==> src/rtl/preview_box_mapper.sv <==
// Pixel mapper for one preview box: flags grid-line and occupied-cell pixels, 1-cycle latency.
// Define PREVIEW_DOUBLE_BUFFER_EN to stage loads in a shadow buffer that commits on frame_sync.
module preview_box_mapper #(
    parameter int X0           = 140,
    parameter int Y0           = 100,
    parameter int CELL         = 20,
    parameter int COLS         = 4,
    parameter int ROWS         = 3,
    parameter int BLINK_FRAMES = 30
) (
    input  logic                 Clk,
    input  logic                 Reset,
    input  logic [9:0]           DrawX,
    input  logic [9:0]           DrawY,
    input  logic                 frame_sync,
    input  logic                 load_valid,
    output logic                 load_ready,
    input  logic [ROWS*COLS-1:0] shape_in,
    input  logic [3:0]           color_in,
    input  logic                 blink_en,
    output logic                 is_grid,
    output logic                 is_block,
    output logic [3:0]           block_color
);

    localparam int NCELL = ROWS * COLS;
    localparam int IDX_W = (NCELL > 1) ? $clog2(NCELL) : 1;
    localparam int CNT_W = (BLINK_FRAMES > 1) ? $clog2(BLINK_FRAMES) : 1;
    localparam logic [9:0]       BOX_W    = 10'(COLS * CELL);
    localparam logic [9:0]       BOX_H    = 10'(ROWS * CELL);
    localparam logic [9:0]       CELL_PX  = 10'(CELL);
    localparam logic [CNT_W-1:0] CNT_LAST = CNT_W'(BLINK_FRAMES - 1);

    logic [NCELL-1:0] active_shape_q, active_shape_d;
    logic [3:0]       active_color_q, active_color_d;
    logic [CNT_W-1:0] blink_cnt_q, blink_cnt_d;
    logic             blink_phase_q, blink_phase_d;
    logic             is_grid_q, is_grid_d;
    logic             is_block_q, is_block_d;
    logic [3:0]       block_color_q, block_color_d;

    // Bit 10 of the offsets is the sign: left of / above the box.
    logic [10:0]      dx, dy;
    logic [9:0]       col_idx, row_idx;
    logic [IDX_W-1:0] cell_idx;
    logic             in_box, on_line, interior;

    assign dx       = {1'b0, DrawX} - 11'(X0);
    assign dy       = {1'b0, DrawY} - 11'(Y0);
    assign in_box   = ~dx[10] & ~dy[10] & (dx[9:0] <= BOX_W) & (dy[9:0] <= BOX_H);
    assign on_line  = ((dx[9:0] % CELL_PX) == '0) | ((dy[9:0] % CELL_PX) == '0);
    assign interior = in_box & ~on_line;
    assign col_idx  = dx[9:0] / CELL_PX;
    assign row_idx  = dy[9:0] / CELL_PX;
    assign cell_idx = IDX_W'(row_idx * 10'(COLS) + col_idx);

`ifdef PREVIEW_DOUBLE_BUFFER_EN
    logic [NCELL-1:0] pend_shape_q, pend_shape_d;
    logic [3:0]       pend_color_q, pend_color_d;
    logic             pend_full_q, pend_full_d;

    assign load_ready = ~pend_full_q;
`else
    assign load_ready = 1'b1;
`endif

    always_comb begin
        // NOTE: every _d takes its held value first, so no path leaves it unassigned (no latch).
        active_shape_d = active_shape_q;
        active_color_d = active_color_q;
        blink_cnt_d    = blink_cnt_q;
        blink_phase_d  = blink_phase_q;
`ifdef PREVIEW_DOUBLE_BUFFER_EN
        pend_shape_d   = pend_shape_q;
        pend_color_d   = pend_color_q;
        pend_full_d    = pend_full_q;
        // Commit and accept are exclusive: accept needs an empty slot, commit a full one.
        if (frame_sync && pend_full_q) begin
            active_shape_d = pend_shape_q;
            active_color_d = pend_color_q;
            pend_full_d    = 1'b0;
        end
        if (load_valid && load_ready) begin
            pend_shape_d = shape_in;
            pend_color_d = color_in;
            pend_full_d  = 1'b1;
        end
`else
        if (load_valid) begin
            active_shape_d = shape_in;
            active_color_d = color_in;
        end
`endif
        if (frame_sync) begin
            if (blink_cnt_q == CNT_LAST) begin
                blink_cnt_d   = '0;
                blink_phase_d = ~blink_phase_q;
            end else begin
                blink_cnt_d = blink_cnt_q + CNT_W'(1);
            end
        end

        is_grid_d     = in_box & on_line;
        is_block_d    = interior && active_shape_q[cell_idx] && !(blink_en && blink_phase_q);
        block_color_d = is_block_d ? active_color_q : 4'd0;
    end

    always_ff @(posedge Clk) begin
        if (Reset) begin
            // NOTE: the shape registers are cleared too, so a reset box renders empty.
            active_shape_q <= '0;
            active_color_q <= '0;
            blink_cnt_q    <= '0;
            blink_phase_q  <= 1'b0;
            is_grid_q      <= 1'b0;
            is_block_q     <= 1'b0;
            block_color_q  <= '0;
`ifdef PREVIEW_DOUBLE_BUFFER_EN
            pend_shape_q   <= '0;
            pend_color_q   <= '0;
            pend_full_q    <= 1'b0;
`endif
        end else begin
            active_shape_q <= active_shape_d;
            active_color_q <= active_color_d;
            blink_cnt_q    <= blink_cnt_d;
            blink_phase_q  <= blink_phase_d;
            is_grid_q      <= is_grid_d;
            is_block_q     <= is_block_d;
            block_color_q  <= block_color_d;
`ifdef PREVIEW_DOUBLE_BUFFER_EN
            pend_shape_q   <= pend_shape_d;
            pend_color_q   <= pend_color_d;
            pend_full_q    <= pend_full_d;
`endif
        end
    end

    assign is_grid     = is_grid_q;
    assign is_block    = is_block_q;
    assign block_color = block_color_q;

endmodule

==> config.mk <==
export PLATFORM = sky130hd
export DESIGN_NAME = preview_box_mapper
export DESIGN_NICKNAME = d
export VERILOG_FILES = /design/src/rtl/preview_box_mapper.sv
export SDC_FILE = /design/constraint.sdc
export NUM_CORES = 1
export LEC_CHECK = 0
export CORE_MARGIN = 2
export CORE_UTILIZATION = 50
export CTS_CLUSTER_DIAMETER = 30
export DETAILED_ROUTE_END_ITERATION = 10
export GPL_ROUTABILITY_DRIVEN = 0
export GPL_TIMING_DRIVEN = 1
export PLACE_DENSITY = 0.73
export SKIP_CTS_REPAIR_TIMING = 1
export SYNTH_ARGS = -nofsm -noshare
export SYNTH_HDL_FRONTEND = slang
export SYNTH_SLANG_ARGS = --single-unit
==> constraint.sdc <==
create_clock -name Clk -period 6.21 [get_ports Clk]
set_input_delay 1.242 -clock Clk [delete_from_list [all_inputs] [get_ports Clk]]
set_output_delay 1.242 -clock Clk [all_outputs]
set_load 0.02 [all_outputs]
==> results of run 1 <==
## Yosys cell counts, types with 3 or more instances
cell / count
and4_1: 4
dfxtp_1: 28
o22ai_1: 6
a31oi_1: 6
a2111oi_0: 3
and3_1: 5
nor2b_1: 3
nor3b_1: 3
o311ai_1: 3
xnor2_1: 18
nor4_1: 4
nor3_1: 19
nand2b_1: 6
ha_1: 7
a22oi_1: 3
o221a_2: 3
or3_1: 3
xor2_1: 10
nor4b_1: 3
o211ai_1: 8
nand3_1: 17
a31o_2: 3
or2_2: 3
buf_2: 5
mux2i_1: 20
a211oi_1: 10
inv_1: 11
buf_4: 3
a21o_1: 3
nor2_1: 42
nand2_1: 33
clkbuf_1: 14
o21ai_0: 17
a21oi_1: 18
## worst register-to-register path: cells and delay by family (launching register included)
| family | cells | cell delay [ns] |
|---|---|---|
| AND/OR/NAND/NOR | 3 | 0.70 |
| flip-flops | 1 | 0.35 |
| AO/OA/AOI/OAI | 2 | 0.33 |
## cells in the final DEF, fill, tap and decap left out, types with 4 or more instances in the layout
cell             count
nand3_1             17
nor4_1               4
nor3_1              19
nand2_1             33
and4_1               4
o22ai_1              6
nand2b_1             6
and3_1               5
ha_1                 7
a31oi_1              6
mux2i_1             20
dfxtp_1             28
xnor2_1             17
a21oi_1             18
o21ai_0             17
xor2_1               9
buf_4               18
a211oi_1            10
clkdlybuf4s50_1     46
o211ai_1             8
nor2_1              42
inv_1               11
## cells by family (layout without fill, tap and decap cells)
logic type               after synthesis  count (layout)  share of synthesized area (%)
adder cells (fa/ha/maj)                8               8                           3.08
AND/OR/NAND/NOR                      168             168                           29.3
multiplexers                          21              21                           6.67
other                                  1               1                          0.118
buffers and inverters                 38              80                           5.68
XOR/XNOR                              28              28                           7.73
flip-flops                            28              28                           17.7
AO/OA/AOI/OAI                        119             119                           29.7
## layer usage
layer / global-route usage (%) / up-vias / routed length, um
met4: 3.67 / 0 / 74
met2: 38.0 / 95 / 3790
met5: 0 / - / 0
li1: - / 1640 / -
met3: 1.98 / 6 / 268
met1: 29.9 / 1517 / 3740
## where the power goes
group          total [mW]  switching (mW)  internal, mW
sequential          0.192         0.00506         0.187
combinational       0.412           0.236         0.176
clock               0.142          0.0558        0.0863
## through the flow
step	std cells	total power [mW]	setup WS (ns)	hold slack, ns
after floorplan	411	0.498	0.746	0.452
after global placement	526	0.590	0.0977	0.472
after detailed placement	526	0.598	-0.139	0.477
after CTS	530	0.739	0.138	0.494
after global routing	530	0.795	0.0441	0.510
final	530	0.747	0.449	0.490
## sequential cells by signal, summed over array words and instances, names as in the netlist
name            cells
blink_phase_q       1
is_block            1
is_grid             1
blink_cnt_q         5
block_color         4
active_color_q      4
active_shape_q     12
## layout make-up
type                    instances  area (um^2)  share of cell area, %
well taps                      77         96.3                   2.52
clock inverters                 1         30.0                  0.784
multi-input cells             345         2460                   64.3
inverters                      12         45.0                   1.18
repair buffers                 64          596                   15.6
clock buffers                   3         41.3                   1.08
flip-flops and latches         28          561                   14.6
## final timing paths
kind / endpoint / slack (ns)
setup reg to reg: block_color[1]$_SDFF_PP0_ / 4.75
hold reg to reg: block_color[1]$_SDFF_PP0_ / 0.49
hold / removal: block_color[1]$_SDFF_PP0_ / 0.49
setup / recovery: block_color[3]$_SDFF_PP0_ / 0.45
==> results_tabular.tex, run 1 <==
\begin{tabular}{lr}
\hline
Metric & Value \\
\hline
\multicolumn{2}{l}{\textbf{Power and ir drop}} \\
\quad LEAKAGE & 1.45 nW \\
\quad Power density cells & approximately 190 nW/um\^{}2 \\
\quad Max rail drop VDD & 0.000166 V \\
\multicolumn{2}{l}{\textbf{Setup path}} \\
\quad Required time reported for the critical path endpoint & 6.38 ns \\
\quad FF-to-FF Start & active\_shape\_q[0]\$\_SDFFE\_PP0P\_ \\
\quad Family of cells with the greatest summed delay on the critical path & compound AO/OA/AOI/OAI gates \\
\quad Worst setup path class & input pin to flip-flop \\
\quad CP Max Fanout & 6 \\
\quad CP endpoint kind & flip-flop \\
\quad Worst path buffer plus inverter count & 2 \\
\quad Worst Reg-to-Reg Cells & 5 \\
\quad Category of the worst setup path launch point & input pin \\
\quad Data arrival time of the critical path & between 5 and 6 ns \\
\quad Worst setup startpoint & DrawY[2] \\
\quad Stages on worst setup path & 20 \\
\quad Top cell by count, worst path & xnor2\_1 \\
\quad Slowest cell on crit path & clkdlybuf4s50\_1 \\
\quad Delay contributed by the slowest stage of the critical path & 0.47 ns \\
\quad Cell Chain, Critical Path & clkdlybuf4s50\_1, inv\_1, ha\_1, or3b\_2, nor4b\_2, a31oi\_1, a211oi\_1, a32oi\_2, o31a\_1, o221a\_2, xnor2\_1, o21ai\_0, nand2\_1, ha\_1, xnor2\_1, xnor2\_1, nand2\_1, a2111oi\_1, nor4b\_2, and4bb\_1 \\
\multicolumn{2}{l}{\textbf{Synth}} \\
\quad Yosys top cell area share & 17.7\% \\
\quad Register bit count reported by yosys & 28 \\
\quad Most instantiated flip-flop cell in the synthesis netlist & dfxtp\_1 \\
\quad Post-synth cell types & 88 \\
\quad Number of synthesized flops with an enable pin & 0 \\
\quad Synthesized cell area & approximately 3200 um\^{}2 \\
\quad Cell types occupying the most area after synthesis & dfxtp\_1, mux2i\_1, nor2\_1 \\
\quad Post-synthesis area per instance & 7.72 um\^{}2 \\
\quad Sequential share of the synthesized area & 17.7\% \\
\quad Syn Nets & 459 \\
\quad Cell count after synthesis & 411 \\
\quad Async set or reset register ratio after synthesis & 0\% \\
\quad Number of warnings printed during yosys synthesis & 0 \\
\quad Leading area contributor after synthesis & dfxtp\_1 \\
\multicolumn{2}{l}{\textbf{Timing}} \\
\quad Transition at the pin with the smallest max-transition slack & about 0.94 ns \\
\quad Setup skew after layout & $\sim$0.005 ns \\
\quad Summed negative setup slack over all endpoints & 0 ns \\
\quad Max-slew violations & 0 \\
\quad Worst slew margin relative to its limit & roughly 37\% \\
\quad Hold Vio Cnt, Final & 0 \\
\quad Share of the clock period used by the worst path & between 90\% and 100\% \\
\quad Final critical delay including setup and external delays & 5.76 ns \\
\quad Final Setup Violations & 0 \\
\quad RSZ-0062 raised after global routing & no \\
\quad Peak clock frequency supported by timing & 174 MHz \\
\multicolumn{2}{l}{\textbf{Cells and area}} \\
\quad FILL cells & 548 \\
\quad Share of final-layout standard cells stronger than drive strength 1 & 13.2\% \\
\quad Total Nets Final & 502 \\
\quad Summed area of non-filler cells in the final layout & 3830 um\^{}2 \\
\quad Area growth from synthesis to final layout & 20.7\% \\
\quad Final cell utilization of the core & 61.4\% \\
\quad Antenna cell count & 0 \\
\multicolumn{2}{l}{\textbf{Hold path}} \\
\quad Worst Hold Depth & 1 \\
\quad Worst hold start & active\_color\_q[1]\$\_SDFFE\_PP0P\_ \\
\quad Type of the worst min-delay path & flip-flop to flip-flop \\
\multicolumn{2}{l}{\textbf{Floorplan}} \\
\quad Starting density of the core & 50.8\% \\
\quad Placement Rows & 29 \\
\quad Number of top-level design ports & 48 \\
\quad Overall die width & roughly 84 um \\
\quad Die H & between 80 and 90 um \\
\quad Die footprint & 7000 um\^{}2 \\
\quad Placeable core area & 6240 um\^{}2 \\
\multicolumn{2}{l}{\textbf{GRT}} \\
\quad Number of antenna violations at the first check in global routing & 0 \\
\quad Wire length of the first global-routing pass & 13.3 mm \\
\quad Via count of the first global-routing pass & roughly 2900 \\
\quad Global-route total usage across every layer & 21.9\% \\
\quad Grt ovf & 0 \\
\quad Pin count of the biggest net entering global routing & 20 \\
\multicolumn{2}{l}{\textbf{CTS}} \\
\quad Number of buffers added by the clock tree synthesis step & 3 \\
\quad Worst-Skew Late Latency & 0.27 ns \\
\quad Clock H-tree levels & 1 \\
\quad CTS tree & yes \\
\quad Clock root cell & clkbuf\_8 \\
\quad Clock Sinks & 28 \\
\quad Clock tree buffer depth & 2 \\
\quad CTS clock-pin slew for the worst setup and hold paths & 0.10 ns \\
\multicolumn{2}{l}{\textbf{Drt}} \\
\quad Via count of the routed design & 3258 \\
\quad DRC violations left & 0 \\
\quad Detail-routed net length per standard cell & 14.8 um \\
\quad DR vias/cell & 6.15 \\
\quad Count of routing violations after the opening detailed-route iteration & 141 \\
\quad Post-DRT Antenna Nets & 0 \\
\quad Initial DRT Pass Iterations & 7 \\
\quad Overall routed net length & 7.87 mm \\
\multicolumn{2}{l}{\textbf{Placement}} \\
\quad Post-Place Cell Area & between 3000 and 4000 um\^{}2 \\
\quad Count of input and output buffers & 46 \\
\quad HPWL after detailed placement & 6.10 mm \\
\multicolumn{2}{l}{\textbf{Run}} \\
\quad Max-cap violations & 0 \\
\multicolumn{2}{l}{\textbf{Status}} \\
\quad Run status & finished, final reports clean \\
\hline
\end{tabular}
(Power assumes the default switching activity.)
==> run 2: changes to the inputs <==
--- a/config.mk
+++ b/config.mk
@@ -11,6 +11,7 @@
 export DETAILED_ROUTE_END_ITERATION = 10
 export GPL_ROUTABILITY_DRIVEN = 0
 export GPL_TIMING_DRIVEN = 1
+export MAX_ROUTING_LAYER = met4
 export PLACE_DENSITY = 0.73
 export SKIP_CTS_REPAIR_TIMING = 1
 export SYNTH_ARGS = -nofsm -noshare
==> run 2 against run 1 <==
Effect of this change:
- sequential power is essentially flat
- clock power hardly changed
- non-clock buffer count unchanged
- largest cell class unchanged
- highest routed layer unchanged
==> results_tabular.tex, run 2 (synthesis gave the netlist of run 1 again) <==
\begin{tabular}{lr}
\hline
Metric & Value \\
\hline
\multicolumn{2}{l}{\textbf{Status}} \\
\quad Run status & finished, final reports clean \\
\multicolumn{2}{l}{\textbf{CTS}} \\
\quad Worst-Skew Late Latency & 0.27 ns (about the same) \\
\quad Clock root cell & clkbuf\_8 \\
\quad Number of buffers added by the clock tree synthesis step & 3 (unchanged) \\
\quad Clock H-tree levels & 1 (unchanged) \\
\quad CTS clock-pin slew for the worst setup and hold paths & 0.09 ns (about the same) \\
\quad Clock tree buffer depth & 2 (unchanged) \\
\quad CTS tree & yes \\
\quad Clock Sinks & 28 (unchanged) \\
\multicolumn{2}{l}{\textbf{Floorplan}} \\
\quad Number of top-level design ports & 48 (unchanged) \\
\quad Placement Rows & 29 (unchanged) \\
\quad Placeable core area & 6240 um\^{}2 (unchanged) \\
\quad Die H & 83.6 um (unchanged) \\
\quad Overall die width & 83.6 um (unchanged) \\
\quad Die footprint & 7000 um\^{}2 (unchanged) \\
\quad Starting density of the core & 50.8\% (unchanged) \\
\multicolumn{2}{l}{\textbf{Setup path}} \\
\quad CP Max Fanout & 7 (+1) \\
\quad Data arrival time of the critical path & 5.94 ns (about the same) \\
\quad CP endpoint kind & flip-flop \\
\quad Worst setup path class & input pin to flip-flop \\
\quad Category of the worst setup path launch point & input pin \\
\quad Required time reported for the critical path endpoint & 6.38 ns (about the same) \\
\multicolumn{2}{l}{\textbf{Cells and area}} \\
\quad Most frequent cells in the layout & clkdlybuf4s50\_1, nor2\_1, nand2\_1, dfxtp\_1, mux2i\_1 \\
\quad FILL cells & 548 (unchanged) \\
\quad Share of final-layout standard cells stronger than drive strength 1 & 13.2\% (unchanged) \\
\quad Commonest non-fill, non-tap cell in the layout & clkdlybuf4s50\_1 \\
\quad Total Nets Final & 502 (unchanged) \\
\quad Antenna cell count & 0 (unchanged) \\
\quad Number of flip-flops under the largest register name & 12 (unchanged) \\
\quad Biggest regs & active\_shape\_q (12), blink\_cnt\_q (5) \\
\quad Non-filler instance count after layout & 530 (unchanged) \\
\quad Area used by multi-input combinational logic & 2460 um\^{}2 (unchanged) \\
\quad Seq. cell area & 561 um\^{}2 (unchanged) \\
\quad Area growth from synthesis to final layout & 20.7\% (unchanged) \\
\quad Register with the highest flop count & active\_shape\_q \\
\quad Final cell utilization of the core & 61.4\% (unchanged) \\
\multicolumn{2}{l}{\textbf{Drt}} \\
\quad DRC violations left & 0 (unchanged) \\
\quad Detail-routed net length per standard cell & 14.9 um (+0.17\%) \\
\quad Via count of the routed design & 3241 (-0.52\%) \\
\quad Count of routing violations after the opening detailed-route iteration & 143 (+1.4\%) \\
\quad Overall routed net length & 7.88 mm (+0.17\%) \\
\quad DR vias/cell & 6.12 (-0.52\%) \\
\quad Post-DRT Antenna Nets & 0 (unchanged) \\
\quad Initial DRT Pass Iterations & 5 (-2) \\
\multicolumn{2}{l}{\textbf{Timing}} \\
\quad Final Setup Violations & 0 (unchanged) \\
\quad Transition at the pin with the smallest max-transition slack & 0.938 ns (-0.00568 ns) \\
\quad Worst hold slack after final layout & 0.491 ns (+0.00101 ns) \\
\quad Worst slew margin relative to its limit & 37.3\% (+0.38 points) \\
\quad Hold Vio Cnt, Final & 0 (unchanged) \\
\quad RSZ-0062 raised after global routing & no \\
\quad Final critical delay including setup and external delays & 5.77 ns (+0.00523 ns) \\
\quad Peak clock frequency supported by timing & 173 MHz (about the same) \\
\quad Share of the clock period used by the worst path & 92.8\% (about the same) \\
\quad Setup skew after layout & 0.00398 ns (-0.00104 ns) \\
\quad Max-slew violations & 0 (unchanged) \\
\multicolumn{2}{l}{\textbf{Power and ir drop}} \\
\quad Power density cells & 195 nW/um\^{}2 (about the same) \\
\quad Max rail drop VDD & 0.000166 V (-0.12\%) \\
\quad LEAKAGE & 1.45 nW (unchanged) \\
\multicolumn{2}{l}{\textbf{Hold path}} \\
\quad Type of the worst min-delay path & flip-flop to flip-flop \\
\multicolumn{2}{l}{\textbf{GRT}} \\
\quad Global-route total usage across every layer & 22.5\% (+0.61 points) \\
\quad Number of antenna violations at the first check in global routing & 0 (unchanged) \\
\quad Pin count of the biggest net entering global routing & 20 (unchanged) \\
\quad Via count of the first global-routing pass & 2936 (-0.034\%) \\
\quad Grt ovf & 0 (unchanged) \\
\quad Wire length of the first global-routing pass & 13.3 mm (unchanged) \\
\multicolumn{2}{l}{\textbf{Placement}} \\
\quad HPWL after detailed placement & 6.10 mm (unchanged) \\
\quad Total instance count after detailed placement & 526 (unchanged) \\
\quad Count of input and output buffers & 46 (unchanged) \\
\multicolumn{2}{l}{\textbf{Run}} \\
\quad Max-cap violations & 0 (unchanged) \\
\hline
\end{tabular}
## run 2: cell counts in the layout (fill, tap and decap cells not counted)
Identical to the previous run, type by type.
## run 2: per-stage QoR
stage | instance area (um^2) | setup slack, ns | power, mW | TNS (ns)
final | 3830 | 0.444 | 0.746 | 0
after global routing | 3830 | 0.0441 | 0.795 | 0
after CTS | 3800 | 0.138 | 0.739 | 0
after detailed placement | 3730 | -0.139 | 0.598 | -0.556
after global placement | 3730 | 0.0977 | 0.590 | 0
after floorplan | 3170 | 0.746 | 0.498 | 0
## run 2: power by group
group / internal (mW) / leakage, nW / total (mW) / switching [mW]
Sequential: 0.187 / 0.229 / 0.192 / 0.00506
Clock: 0.0863 / 0.0357 / 0.141 / 0.0552
Combinational: 0.176 / 1.19 / 0.413 / 0.236
Total: 0.450 / 1.45 / 0.746 / 0.297
## run 2: routing by layer
metal | wire length, um | vias to the layer above | global-route usage, %
li1 | - | 1640 | -
met1 | 3750 | 1502 | 29.9
met2 | 3770 | 91 | 38.0
met3 | 287 | 8 | 1.98
met4 | 74 | 0 | 3.67
met5 | 0 | - | -
## run 2: worst paths after layout
| kind | start | endpoint | slack (ns) | cells after the start |
|---|---|---|---|---|
| setup / recovery | DrawX[3] | block_color[3]$_SDFF_PP0_ | 0.44 | 15 |
| hold / removal | active_color_q[1]$_SDFFE_PP0P_ | block_color[1]$_SDFF_PP0_ | 0.49 | 1 |
| setup reg to reg | active_shape_q[0]$_SDFFE_PP0P_ | block_color[1]$_SDFF_PP0_ | 4.74 | 5 |
| hold reg to reg | active_color_q[1]$_SDFFE_PP0P_ | block_color[1]$_SDFF_PP0_ | 0.49 | 1 |
## run 2: final cells by class
class | count | area share, %
multi-input combinational | 345 | 64.3
timing repair buffer | 64 | 15.6
sequential | 28 | 14.6
tap | 77 | 2.52
inverter | 12 | 1.18
clock buffer | 3 | 1.08
clock inverter | 1 | 0.784
## run 2: critical path, stage by stage
cell             delay, ns
clkdlybuf4s50_1       0.55
ha_1                  0.30
nor4_4                0.44
o21ai_1               0.17
a2111oi_2             0.33
o31ai_2               0.16
a211oi_2              0.46
or2_0                 0.41
o311ai_1              0.20
a221oi_2              0.36
and2_1                0.23
o21ai_2               0.11
o2111a_1              0.25
nor3_1                0.47
and4bb_1              0.25
